`config.mk`:
```
export PLATFORM = sky130hd
export DESIGN_NAME = rr_arb6_sel
export DESIGN_NICKNAME = d
export VERILOG_FILES = /design/src/rtl/rr_arb6_sel.sv
export SDC_FILE = /design/constraint.sdc
export NUM_CORES = 1
export LEC_CHECK = 0
export ABC_AREA = 0
export CAP_MARGIN = 20
export CORE_ASPECT_RATIO = 1.75
export CORE_MARGIN = 1
export CORE_UTILIZATION = 38
export CTS_CLUSTER_DIAMETER = 30
export DETAILED_ROUTE_END_ITERATION = 6
export REMOVE_ABC_BUFFERS = 1
export SLEW_MARGIN = 20
export SYNTH_ARGS = -nofsm -noshare
export SYNTH_HDL_FRONTEND = slang
export SYNTH_SLANG_ARGS = --single-unit
```
`constraint.sdc`:
```
create_clock -name clk -period 3.2 [get_ports clk]
set_clock_uncertainty 0.15 [all_clocks]
set_input_delay 0.64 -clock clk [delete_from_list [all_inputs] [get_ports clk]]
set_output_delay 0.64 -clock clk [all_outputs]
set_load 0.02 [all_outputs]
```
`src/rtl/rr_arb6_sel.sv`:
```
// Six-requester round-robin arbiter with a registered one-hot grant,
// a registered binary select for a downstream 6:1 mux, and a hold limit
// that force-releases an owner after MAX_HOLD consecutive grant cycles.
module rr_arb6_sel #(
  parameter int unsigned MAX_HOLD = 8
) (
  input  logic       clk,
  input  logic       rst_n,
  input  logic       en,
  input  logic [5:0] req,
  output logic [5:0] gnt,
  output logic [2:0] sel,
  output logic       busy,
  output logic       expire
);

  typedef enum logic {IDLE, GRANT} state_t;

  localparam logic [7:0] HOLD_LAST = 8'(MAX_HOLD - 1);

  state_t     state, state_nx;
  logic [2:0] ptr, ptr_nx;
  logic [2:0] sel_nx;
  logic [5:0] gnt_nx;
  logic [7:0] hold_cnt, hold_nx;
  logic       expire_nx;
  logic       found;
  logic [2:0] winner;
  logic [3:0] cand;

  // Round-robin search: first set request bit starting just after ptr, wrapping 5->0.
  always_comb begin
    found  = 1'b0;
    winner = 3'd0;
    cand   = 4'd0;
    for (int k = 1; k <= 6; k++) begin
      cand = {1'b0, ptr} + 4'(k);
      if (cand >= 4'd6) cand = cand - 4'd6;
      if (!found && req[cand[2:0]]) begin
        found  = 1'b1;
        winner = cand[2:0];
      end
    end
  end

  // Next-state logic: new grants only from IDLE; a grant ends on owner release or hold limit.
  always_comb begin
    state_nx  = state;
    gnt_nx    = gnt;
    sel_nx    = sel;
    ptr_nx    = ptr;
    hold_nx   = hold_cnt;
    expire_nx = 1'b0;
    case (state)
      IDLE: begin
        gnt_nx  = 6'b000000;
        hold_nx = 8'd0;
        if (en && found) begin
          state_nx = GRANT;
          gnt_nx   = 6'b000001 << winner;
          sel_nx   = winner;
          ptr_nx   = winner;
        end
      end
      GRANT: begin
        if (!req[sel]) begin
          state_nx = IDLE;
          gnt_nx   = 6'b000000;
          hold_nx  = 8'd0;
        end else if (hold_cnt == HOLD_LAST) begin
          state_nx  = IDLE;
          gnt_nx    = 6'b000000;
          hold_nx   = 8'd0;
          expire_nx = 1'b1;
        end else begin
          hold_nx = hold_cnt + 8'd1;
        end
      end
      default: begin
        state_nx = IDLE;
        gnt_nx   = 6'b000000;
        hold_nx  = 8'd0;
      end
    endcase
  end

  // State and output registers; reset points ptr at 5 so the first search starts at 0.
  always_ff @(posedge clk or negedge rst_n) begin
    if (!rst_n) begin
      state    <= IDLE;
      gnt      <= 6'b000000;
      sel      <= 3'd0;
      ptr      <= 3'd5;
      hold_cnt <= 8'd0;
      expire   <= 1'b0;
    end else begin
      state    <= state_nx;
      gnt      <= gnt_nx;
      sel      <= sel_nx;
      ptr      <= ptr_nx;
      hold_cnt <= hold_nx;
      expire   <= expire_nx;
    end
  end

  assign busy = |gnt;

endmodule
```
# [After elaboration in Yosys (flattened, before gate mapping)]
# Index checks and enable logic that the tools add are counted.
[word_totals] in_bits=9 word_cells=95 out_inout_bits=11 regBits=22
[op_classes] addsub=13 n_reduce_logical=13 n_lt_le_gt_ge=13 shifts=1 bitwise_logic=1 n_mux=46 n_eq_ne=2
[op_table] cell="3-bit 2-to-1 mux" count=12
[op_table] cell="3-bit by 4-bit < comparator with 1-bit output (second input constant)" count=7
[op_table] cell="4-bit by 3-bit >= comparator with 1-bit output (second input constant)" count=6
[op_table] cell="1-bit binary-select mux with 3-bit select" count=7
[op_table] cell="1-bit 2-to-1 mux" count=19
[op_table] cell="6-bit 2-to-1 mux" count=3
[op_table] cell="3-bit subtractor (second input constant)" count=6
[op_table] cell="8-bit 2-to-1 mux" count=2
[op_table] cell="8-bit one-hot mux with 2 select lines" count=1
[op_table] cell="3-bit by 3-bit adder with 4-bit output (second input constant)" count=3
[op_table] cell="6-bit one-hot mux with 2 select lines" count=1
[op_table] cell="3-bit by 2-bit adder with 4-bit output (second input constant)" count=2
[op_table] cell="8-bit by 1-bit adder with 8-bit output (second input constant)" count=1
[op_table] cell="8-bit by 3-bit equality test with 1-bit output (second input constant)" count=1
[op_table] cell="1-bit logical AND" count=6
[op_table] cell="6-bit OR reduction" count=1
[op_table] cell="1-bit by 3-bit << shifter with 6-bit output (first input constant)" count=1
[op_table] cell="1-bit zero test" count=5
[op_table] cell="3-bit by 1-bit adder with 4-bit output (second input constant)" count=1
[op_table] cell="3-bit by 2-bit != test with 1-bit output (second input constant)" count=1
[op_table] cell="1-bit one-hot mux with 2 select lines" count=1
[op_table] cell="2-bit AND reduction" count=1
[op_table] cell="1-bit NOT" count=1

# [Longest topological paths before layout]
# Gate-level depths: netlist of run 1.
[logic_depth] depth_word=24 mapped_depth=12 depth_no_buf=10

# [Worst setup path after synthesis of run 1]
# No wires, ideal clock.
[synth_path] path_kind="register to register" start="register sel[1]" end="register gnt[1]" slack_ns=-0.232 required_ns=2.928 arrival_ns=3.160 n_path_buf=2 path_stages_with_launch=13 synth_period_minus_slack_ns=3.432 setup_ns=0.122 cell_sequence="dfrtp_1 -> clkbuf_1 -> inv_1 -> ha_1 -> buf_2 -> a211oi_2 -> xnor2_1 -> mux2i_1 -> nand3b_1 -> nor3_4 -> a41oi_4 -> and2_1 -> a32o_1"
[synth_between] elab_chain_cells=4 elab_cells_between_ends=5 classes_between="eq/ne: 1; mux: 4"
[synth_lines] item="start: declaration" line_no="12" rtl="output logic [2:0] sel,"
[synth_lines] item="start signal: assignment" line_no="99" rtl="sel <= sel_nx;"
[synth_lines] item="1-bit binary-select mux with 3-bit select (*)" line_no="66" rtl="if (!req[sel]) begin"
[synth_lines] item="1-bit 2-to-1 mux (not written as such) (*)" line_no="66"
[synth_lines] item="6-bit 2-to-1 mux" line_no="66"
[synth_lines] item="6-bit one-hot mux with 2 select lines" line_no="54" rtl="case (state)"
[synth_lines] item="end signal: assignment" line_no="98" rtl="gnt <= gnt_nx;"
[synth_lines] item="end: declaration" line_no="11" rtl="output logic [5:0] gnt,"
# Every way passes the cells marked *; elsewhere a longest branch is shown, timed or not. The select of a mux whose other input is x is not followed.
# A chain may end at the register's enable or synchronous reset.

# [Worst setup path in the final report of run 1]
[layout_path] start="register ptr[2]" end="register gnt[0]"
[layout_between] elab_chain_cells=24 elab_cells_between_ends=62 classes_between="add/sub: 12; order compare: 6; shift: 1; mux: 32; reduce/logical: 11"
[layout_lines] item="start: declaration" line_no="22" rtl="logic [2:0] ptr, ptr_nx;"
[layout_lines] item="start signal: assignment" line_no="100" rtl="ptr <= ptr_nx;"
[layout_lines] item="3-bit by 1-bit adder with 4-bit output" line_no="37" rtl="cand = {1'b0, ptr} + 4'(k);"
[layout_lines] item="4-bit by 3-bit >= comparator with 1-bit output / 3-bit subtractor (equally long branches)" line_no="38" rtl="if (cand >= 4'd6) cand = cand - 4'd6;"
[layout_lines] item="3-bit 2-to-1 mux" line_no="38"
[layout_lines] item="1-bit binary-select mux with 3-bit select" line_no="39" rtl="if (!found && req[cand[2:0]]) begin"
[layout_lines] item="1-bit 2-to-1 mux (not written as such)" line_no="39"
[layout_lines] item="1-bit 2-to-1 mux" line_no="39"
[layout_lines] item="1-bit zero test" line_no="39"
[layout_lines] item="1-bit logical AND" line_no="39"
[layout_lines] item="[8 not listed]"
[layout_lines] item="1-bit logical AND" line_no="39"
[layout_lines] item="1-bit 2-to-1 mux" line_no="39"
[layout_lines] item="1-bit zero test" line_no="39"
[layout_lines] item="1-bit logical AND" line_no="39"
[layout_lines] item="3-bit 2-to-1 mux / 1-bit 2-to-1 mux (equally long branches)" line_no="39"
[layout_lines] item="1-bit by 3-bit << shifter with 6-bit output / 1-bit logical AND (equally long branches)" line_no="60, 58"
[layout_lines] item="6-bit 2-to-1 mux (*)" line_no="58" rtl="if (en && found) begin"
[layout_lines] item="6-bit one-hot mux with 2 select lines (*)" line_no="54"
# Marks and branches as above.

==> impl_metrics.tcl, run 1 <==
set metrics [dict create \
    yosys.area_share.simple 0.176 \
    cts_resized 0 \
    clk_pin_slew_worst_paths_ns 0.07 \
    synth_warnings 0 \
    vias_per_cell 5.76 \
    diodes 0 \
    finalSetupViolCount 0 \
    regArea_sq_um 528 \
    cts.sink_count 21 \
    hp-class "reg -> reg" \
    wl_microns 5350 \
    htreeDepth 1 \
    async_flop_share 1.00 \
    period_minus_slack_ns 3.10 \
    hp-start "hold_cnt[0]" \
    nets 280 \
    placed_cells 308 \
    postCtsSetupRepairBufs 0 \
    syn_avg_cell_area_sq_um 9.41 \
    path_delay_family "compound AO/OA/AOI/OAI gates" \
    hold_buffers 0 \
    die-area_sq_mm 0.00540 \
    area_delta_synth_final_pct 28.6 \
    dr.pass1.iters 4 \
    hold_viol_final 0 \
    layout-drive-gt1-share 0.271 \
    routabilityCongestion 0.933 \
    grt_pass1_vias 1873 \
    synth-seq-cells 21 \
    fin_crit_sh 0.968 \
    synth_cell_types 61 \
    worstSetupPathType "reg -> reg" \
    grt_start_max_net_pins 22 \
    overflow 0 \
    drv_slew 0 \
    relSlewSlack 0.707 \
    dpl_cell_area_sq_mm 0.00243 \
    ys_seq_area_frac 0.272 \
    die_w_microns 56.0 \
    cp.required_ns 3.21 \
    avgRoutedWirePerCell_microns 17.2 \
    slowest_delay_ns 0.55 \
    ctsRootBufferMaster "clkbuf_8" \
    status "finished clean" \
    finalNonFillerCells 312 \
    yosys.area_share.xor_xnor 0.0684 \
    worstMarginPinSlew_ns 0.435 \
    synth_fa_ha_area_frac 0.0774 \
    synth_top_family_by_area "compound AO/OA/AOI/OAI gates" \
    cp_max_fo 4 \
    port_buffers 19 \
    multi_input_area_sq_mm 0.00134 \
    cp_data_arrival_time_ns 3.10 \
    synth_edf_count 0 \
    crit_buf_inv 2 \
    ant_nets 0 \
    rows 34 \
    hpwlAfterDp_microns 4330 \
    setup-tns-final_ns 0 \
    grt_pass1_wl_microns 8540 \
    clockBufferDepth 2 \
    gr-usage-all-layers 0.206 \
    antenna_found_initial 0 \
    startpoint_type "flop" \
    fin_area_sq_mm 0.00249 \
    max_cap_violations 0 \
    syn-cell-area_sq_mm 0.00194 \
    initial_core_util 0.393 \
    clk_latency_ns 0.26 \
    cts_made_buffers 3 \
    fp.dieH_microns 96.5 \
    cts_tree "built" \
    drc_errors 0 \
    startpoint "ptr[2]" \
    fmax_ghz 0.323 \
    fillCellCount 479 \
    cp_cell_sequence "inv_1 > ha_1 > a211oi_2 > xnor2_1 > mux2i_1 > nand3b_1 > a21o_1 > a211oi_4 > buf_4 > nor2b_4 > a32o_1" \
    vias 1797 \
    num_io_pins 20 \
    setup.worst_path.end_class "flop" \
    drt_iter0_drc 17 \
    crit_path_top_delay_cell "dfstp_2" \
    synth_ff_type "dfrtp_1" \
    coreArea_sq_mm 0.00493 \
    synth_compound_area_frac 0.261 \
    r2r-start "ptr[2]" \
    whs_ns 0.306 \
    netlist_instances 206 \
    synthMuxAreaShare 0.0981 \
]
[synth_stat cells (all sizes together) (3+ instances only)]
cell	count	area (sq um)
ha	12	150
a21o	5	40.0
a221oi	3	43.8
buf	8	57.6
inv	6	22.5
xor2	6	52.6
mux2	3	37.5
a21oi	14	73.8
o31ai	3	22.5
nor2	15	56.3
a211oi	7	70.1
nand2	16	60.1
o21ai	6	33.8
a311oi	3	26.3
dfrtp	19	475
mux2i	13	130
xnor2	7	80.1
nand3	7	35.0
and3	4	25.0
nor3	9	56.3
nand2b	3	18.8
a32o	3	30.0
clkbuf	3	11.3
[worst register-to-register path, delay by kind of cell, from the launching register on]
kind,cells,cell delay (ns)
buffers and inverters,2,0.23
and+or+nand+nor,2,0.27
DFF,1,0.55
muxes,1,0.31
adders and majority gates,1,0.31
xor gates and xnor gates,1,0.22
AOI/OAI and AO/OA,4,0.95
[state kept, by name, summed over array words and instances (netlist names)]
register,cells
hold_cnt,8
gnt,6
state,1
ptr,2
sel,3
expire,1
[path summary, 6_finish.rpt]
check | to | slack (ns) | cells past startpoint
setup / recovery | gnt[0] | 0.10 | 11
hold / removal | hold_cnt[0] | 0.31 | 1
setup reg to reg | gnt[0] | 0.10 | 11
hold reg to reg | hold_cnt[0] | 0.31 | 1
max in group asynchronous | ptr[0] | 2.07 | 2
min in group asynchronous | gnt[3] | 0.56 | 2
[metal layers]
layer / share of wire / global-route usage
met5: 0 / 0
met1: 0.36 / 0.188
met4: 0.068 / 0.173
met2: 0.55 / 0.407
met3: 0.021 / 0.0133
[final cells by class]
class | instances | area share
repair buffers | 59 | 0.197
clock buffers | 3 | 0.0165
multi-input cells | 168 | 0.537
inverters | 6 | 0.00903
flip-flops and latches | 21 | 0.212
well taps | 54 | 0.0271
clock inverters | 1 | 0.00201
[placed cells by master, fill, tap and decap left out, types with 4 or more instances in the layout]
| cell type | synthesis | final |
|---|---|---|
| nand3_1 | 7 | 7 |
| clkdlybuf4s50_1 | 0 | 19 |
| o21ai_0 | 5 | 5 |
| inv_1 | 6 | 5 |
| xor2_1 | 6 | 6 |
| dfrtp_1 | 19 | 19 |
| a211oi_1 | 5 | 5 |
| nor3_1 | 8 | 8 |
| a21oi_1 | 13 | 13 |
| ha_1 | 12 | 9 |
| buf_4 | 2 | 40 |
| mux2i_1 | 13 | 13 |
| nand2_1 | 16 | 16 |
| and3_1 | 4 | 4 |
| xnor2_1 | 6 | 6 |
| nor2_1 | 15 | 15 |
[kinds of logic (layout without fill, tap and decap cells)]
kind of cell / after synthesis / in the layout
AO/OA/AOI/OAI: 60 / 60
XOR/XNOR: 13 / 13
adder cells (fa/ha/maj): 12 / 12
buffers and inverters: 17 / 69
flip-flops: 21 / 21
multiplexers: 17 / 17
AND/OR/NAND/NOR: 66 / 66
[metrics by stage]
stage / util / worst slack, ns
2_1_floorplan: - / -0.252
3_3_place_gp: 0.492 / -0.104
3_5_place_dp: 0.492 / -0.112
4_1_cts: 0.502 / 0.0377
5_1_grt: 0.506 / -0.00484
6_report: 0.506 / 0.103
Power of run 1 is not shown: default switching activity piles up to over one toggle a cycle in this logic, so the estimate is an artifact.
==> run 2, diff against run 1 <==
--- a/config.mk
+++ b/config.mk
@@ -12,6 +12,7 @@
 export CORE_UTILIZATION = 38
 export CTS_CLUSTER_DIAMETER = 30
 export DETAILED_ROUTE_END_ITERATION = 6
+export PLACE_DENSITY_LB_ADDON = 0.25
 export REMOVE_ABC_BUFFERS = 1
 export SLEW_MARGIN = 20
 export SYNTH_ARGS = -nofsm -noshare
==> run 2 against run 1 <==
Against the previous run:
- non-clock buffer count increased by 3
- design area increased by 3.0%
- setup slack got worse by 0.016 ns
- global-route usage down 0.30 points
- maximum frequency decreased by 0.51%
- critical path type is now in -> reg
- via count up 0.28%
- die area unchanged
- first-iteration DRC count is 94% higher
- highest routed layer unchanged
==> impl_metrics.tcl, run 2 (synthesis gave the netlist of run 1 again) <==
set metrics [dict create \
    rsz0062_at_grt "true" \
    whs_ns 0.305 \
    fin_crit_sh 0.973 \
    dr.pass1.iters 4 \
    cp_max_fo 6 \
    area_delta_synth_final_pct 32.5 \
    coreArea_sq_mm 0.00493 \
    placed_cells 309 \
    setup.worst_path.end_class "flop" \
    worstHoldPathCells 1 \
    clk_latency_ns 0.26 \
    ant_nets 0 \
    grt_use_met1 0.180 \
    drt_iter0_drc 33 \
    worstSetupPathType "in -> reg" \
    ff2ff_path_depth 11 \
    finalNonFillerCells 315 \
    gr-usage-all-layers 0.203 \
    finalSetupViolCount 0 \
    fp.dieH_microns 96.5 \
    hold_buffers 0 \
    wl_microns 5300 \
    num_io_pins 20 \
    worstHoldEndpoint "hold_cnt[0]" \
    top_regs "hold_cnt (8), gnt (6), sel (3)" \
    status "finished clean" \
    reg2reg_slack_ns 0.13 \
    startpoint_type "primary input" \
    clk_pin_slew_worst_paths_ns 0.08 \
    overflow 0 \
    largest_register_ffs 8 \
    hpwlAfterDp_microns 4290 \
    vias 1802 \
    fillCellCount 467 \
    hp-start "hold_cnt[0]" \
    period_minus_slack_ns 3.11 \
    fmax_ghz 0.321 \
    layout_setup_ws_ns 0.0867 \
    relSlewSlack 0.374 \
    cts.sink_count 21 \
    grt_pass1_vias 1852 \
    ctsRootBufferMaster "clkbuf_8" \
    final_common_cell "buf_4" \
    diodes 0 \
    drc_errors 0 \
    antenna_found_initial 0 \
    met2_usage 0.414 \
    avgRoutedWirePerCell_microns 16.8 \
    met3_usage 0.0200 \
    cts_tree "built" \
    cp.required_ns 3.20 \
    grt_start_max_net_pins 26 \
    grt_pass1_wl_microns 8400 \
    initial_core_util 0.393 \
    max_cap_violations 0 \
    routabilityCongestion 0.926 \
    port_buffers 19 \
    top_register "hold_cnt" \
    htreeDepth 1 \
    vias_per_cell 5.72 \
    cp_data_arrival_time_ns 3.11 \
    worstMarginPinSlew_ns 0.937 \
    place_ws_ns -0.164 \
    top_usage_layer "met2" \
    drv_slew 0 \
    r2r-start "ptr[2]" \
    final_cell_mix "41 x buf_4, 19 x dfrtp_1, 19 x clkdlybuf4s50_1, 15 x nand2_1, 15 x nor2_1" \
    hold_viol_final 0 \
    die_w_microns 56.0 \
    rows 34 \
    die-area_sq_mm 0.00540 \
    layout-drive-gt1-share 0.314 \
    fin_area_sq_mm 0.00257 \
    nets 283 \
    timing.rr.end "gnt[0]" \
    cts_made_buffers 3 \
    clockBufferDepth 2 \
    hp-class "reg -> reg" \
    dpl_cell_area_sq_mm 0.00245 \
]
run 2: cell types whose count changed in the layout (fill, tap and decap cells not counted), sizes merged:
cell  change
buf       +3
run 2: metal layers:
metal | vias to the layer above | part of all wire
met5 | - | 0
li1 | 879 | -
met3 | 21 | 0.033
met4 | 0 | 0.060
met2 | 51 | 0.55
met1 | 851 | 0.36
run 2: repair_timing:
| action | CTS | global route |
|---|---|---|
| endpoints found under the setup margin | 0 | 9 |
| setup buffers | 0 | 2 |
| resized for setup | 0 | 17 |
run 2: worst max-delay path: stages:
cell and delay, ns:
clkdlybuf4s50_1 0.54, mux2i_1 0.34, nand3b_1 0.17, o311ai_0 0.15
nand3b_1 0.28, a21o_1 0.23, a211oi_4 0.32, buf_4 0.18
nor2b_4 0.03, a32o_1 0.23
run 2: worst max-delay path by stage:
stage                      start  slack (ns)  cells after the start      to
after detailed placement  req[1]       -0.16                      8  gnt[1]
after global placement    req[1]       -0.17                      9  gnt[0]
final                     req[2]        0.09                     10  gnt[0]
after CTS                 sel[1]        0.05                     12  gnt[1]
after global routing      ptr[2]       -0.02                     11  gnt[0]
after floorplan           sel[1]       -0.25                      9  gnt[1]
run 2: per-stage QoR:
stage | utilization | TNS (ns)
3_3_place_gp | 0.496 | -0.807
3_5_place_dp | 0.496 | -0.849
4_1_cts | 0.506 | 0
2_1_floorplan | - | -1.37
5_1_grt | 0.521 | -0.0209
6_report | 0.521 | 0
run 2: layout make-up:
type                    count  area [sq um]  share of cell area
clock buffers               3          41.3              0.0161
well taps                  54          67.6              0.0263
clock inverters             1          5.00             0.00195
flip-flops and latches     21           528               0.205
repair buffers             62           529               0.206
inverters                   6          22.5             0.00876
multi-input cells         168          1380               0.536
Power of run 2 is left out for the same reason.
==> run 3, diff against run 2 <==
--- a/config.mk
+++ b/config.mk
@@ -12,6 +12,7 @@
 export CORE_UTILIZATION = 38
 export CTS_CLUSTER_DIAMETER = 30
 export DETAILED_ROUTE_END_ITERATION = 6
+export DONT_BUFFER_PORTS = 1
 export PLACE_DENSITY_LB_ADDON = 0.25
 export REMOVE_ABC_BUFFERS = 1
 export SLEW_MARGIN = 20
==> run 3 against run 2 <==
Against the previous run:
- sequential share of layout area up 2.6 points
- via count is 7.9% lower
- setup slack lost 0.013 ns
- flip-flop and latch count unchanged
- cell count shrank 13%
- design area shrank 11%
- maximum frequency shrank 0.43%
- critical path type is now reg -> reg
==> impl_metrics.tcl, run 3 (synthesis gave the netlist of run 1 again) <==
set metrics [dict create \
    cts.sink_count 21 \
    fin_crit_sh 0.977 \
    die_w_microns 56.0 \
    cp_data_arrival_time_ns 3.14 \
    die-area_sq_mm 0.00540 \
    grt_pass1_wl_microns 8270 \
    status "finished clean" \
    dr.pass1.iters 4 \
    cp_cell_sequence "clkinvlp_4 > ha_4 > a211oi_4 > xnor2_2 > mux2i_1 > nand3b_1 > a21o_1 > a211oi_4 > nand2_2 > o21ai_0" \
    reg2reg_slack_ns 0.07 \
    area_delta_synth_final_pct 17.6 \
    crit_path_end "gnt[3]" \
    clk_pin_slew_worst_paths_ns 0.08 \
    cp.required_ns 3.21 \
    relSlewSlack 0.424 \
    layout-drive-gt1-share 0.294 \
    final_cell_mix "20 x buf_4, 19 x dfrtp_1, 15 x nand2_1, 15 x nor2_1, 13 x mux2i_1" \
    cts_tree "built" \
    worstSetupPathType "reg -> reg" \
    crit_path_top_delay_cell "dfrtp_1" \
    hpwlAfterDp_microns 4120 \
    slowest_delay_ns 0.39 \
    final_common_cell "buf_4" \
    ctsRootBufferMaster "clkbuf_8" \
    utilization 0.462 \
    coreArea_sq_mm 0.00493 \
    hold_viol_final 0 \
    rsz0062_at_grt "true" \
    antenna_found_initial 0 \
    period_minus_slack_ns 3.13 \
    drv_slew 0 \
    clockBufferDepth 2 \
    cts_made_buffers 3 \
    largest_register_ffs 8 \
    gr-usage-all-layers 0.202 \
    grt_start_max_net_pins 26 \
    setup.worst_path.end_class "flop" \
    fp.dieH_microns 96.5 \
    r2r-start "sel[1]" \
    finalSetupViolCount 0 \
    vias_per_cell 6.03 \
    cp_common_cell "a211oi_4" \
    cp_max_fo 8 \
    timing.rr.end "gnt[3]" \
    routabilityCongestion 0.842 \
    hp-class "in -> async" \
    port_buffers 0 \
    num_io_pins 20 \
    grt_pass1_vias 1645 \
    max_cap_violations 0 \
    fmax_ghz 0.320 \
    drc_errors 0 \
    ff2ff_path_depth 10 \
    avgRoutedWirePerCell_microns 19.5 \
    top_register "hold_cnt" \
    drt_iter0_drc 44 \
    diodes 0 \
    worstMarginPinSlew_ns 0.861 \
    setup-tns-final_ns 0 \
    initial_core_util 0.393 \
    htreeDepth 1 \
    overflow 0 \
    top_regs "hold_cnt (8), gnt (6), sel (3)" \
    vias 1659 \
    startpoint "sel[1]" \
    startpoint_type "flop" \
    rows 34 \
    wl_microns 5360 \
    clk_latency_ns 0.26 \
    nets 243 \
    ant_nets 0 \
]
run 3: worst min path at each step:
stage | cells after the start | slack [ns] | to
2_1_floorplan | 0 | 0.19 | expire
5_1_grt | 0 | 0.04 | ptr[2]
4_1_cts | 0 | 0.06 | ptr[2]
6_report | 0 | 0.06 | ptr[2]
3_3_place_gp | 0 | 0.20 | gnt[4]
3_5_place_dp | 0 | 0.20 | gnt[5]
run 3: final cells by class:
type                       instances  area [sq um]
inverter                           6          26.3
timing repair buffer              22           180
clock buffer                       3          41.3
sequential                        21           528
clock inverter                     1          5.00
tap                               54          67.6
multi-input combinational        168          1430
fill                             478          2650
run 3: what timing repair did:
item | 4_1_cts | 5_1_grt
setup endpoints to repair | 1 | 11
buffers inserted | 1 | 5
resized for setup | 1 | 24
hold endpoints to repair | 19 | 0
hold buffers | 1 | 0
pin swaps | 3 | 11
run 3: worst max-delay path: cells and delay by family, from the launching register on:
| kind | cells | cell delay [ns] |
|---|---|---|
| compound gates | 4 | 1.10 |
| flops | 1 | 0.39 |
| simple gates | 2 | 0.37 |
| fa+ha+maj | 1 | 0.30 |
| mux | 1 | 0.29 |
| buf+inv | 1 | 0.24 |
| xor+xnor | 1 | 0.18 |
run 3: stage by stage:
step           hold slack (ns)  worst slack, ns  cell area, sq um  cells
2_1_floorplan            0.194           -0.252              1870    195
6_report                0.0614           0.0733              2280    275
3_5_place_dp             0.195          -0.0171              2060    264
5_1_grt                 0.0434          -0.0915              2280    275
4_1_cts                 0.0573         -0.00152              2130    270
3_3_place_gp             0.195           0.0200              2060    264
run 3: layer usage:
layer	global-route usage	up-vias	part of all wire
li1	-	811	-
met1	0.201	790	0.36
met2	0.385	43	0.54
met3	0.0373	15	0.052
met4	0.124	0	0.043
met5	0	-	0
Power of run 3 is left out for the same reason.
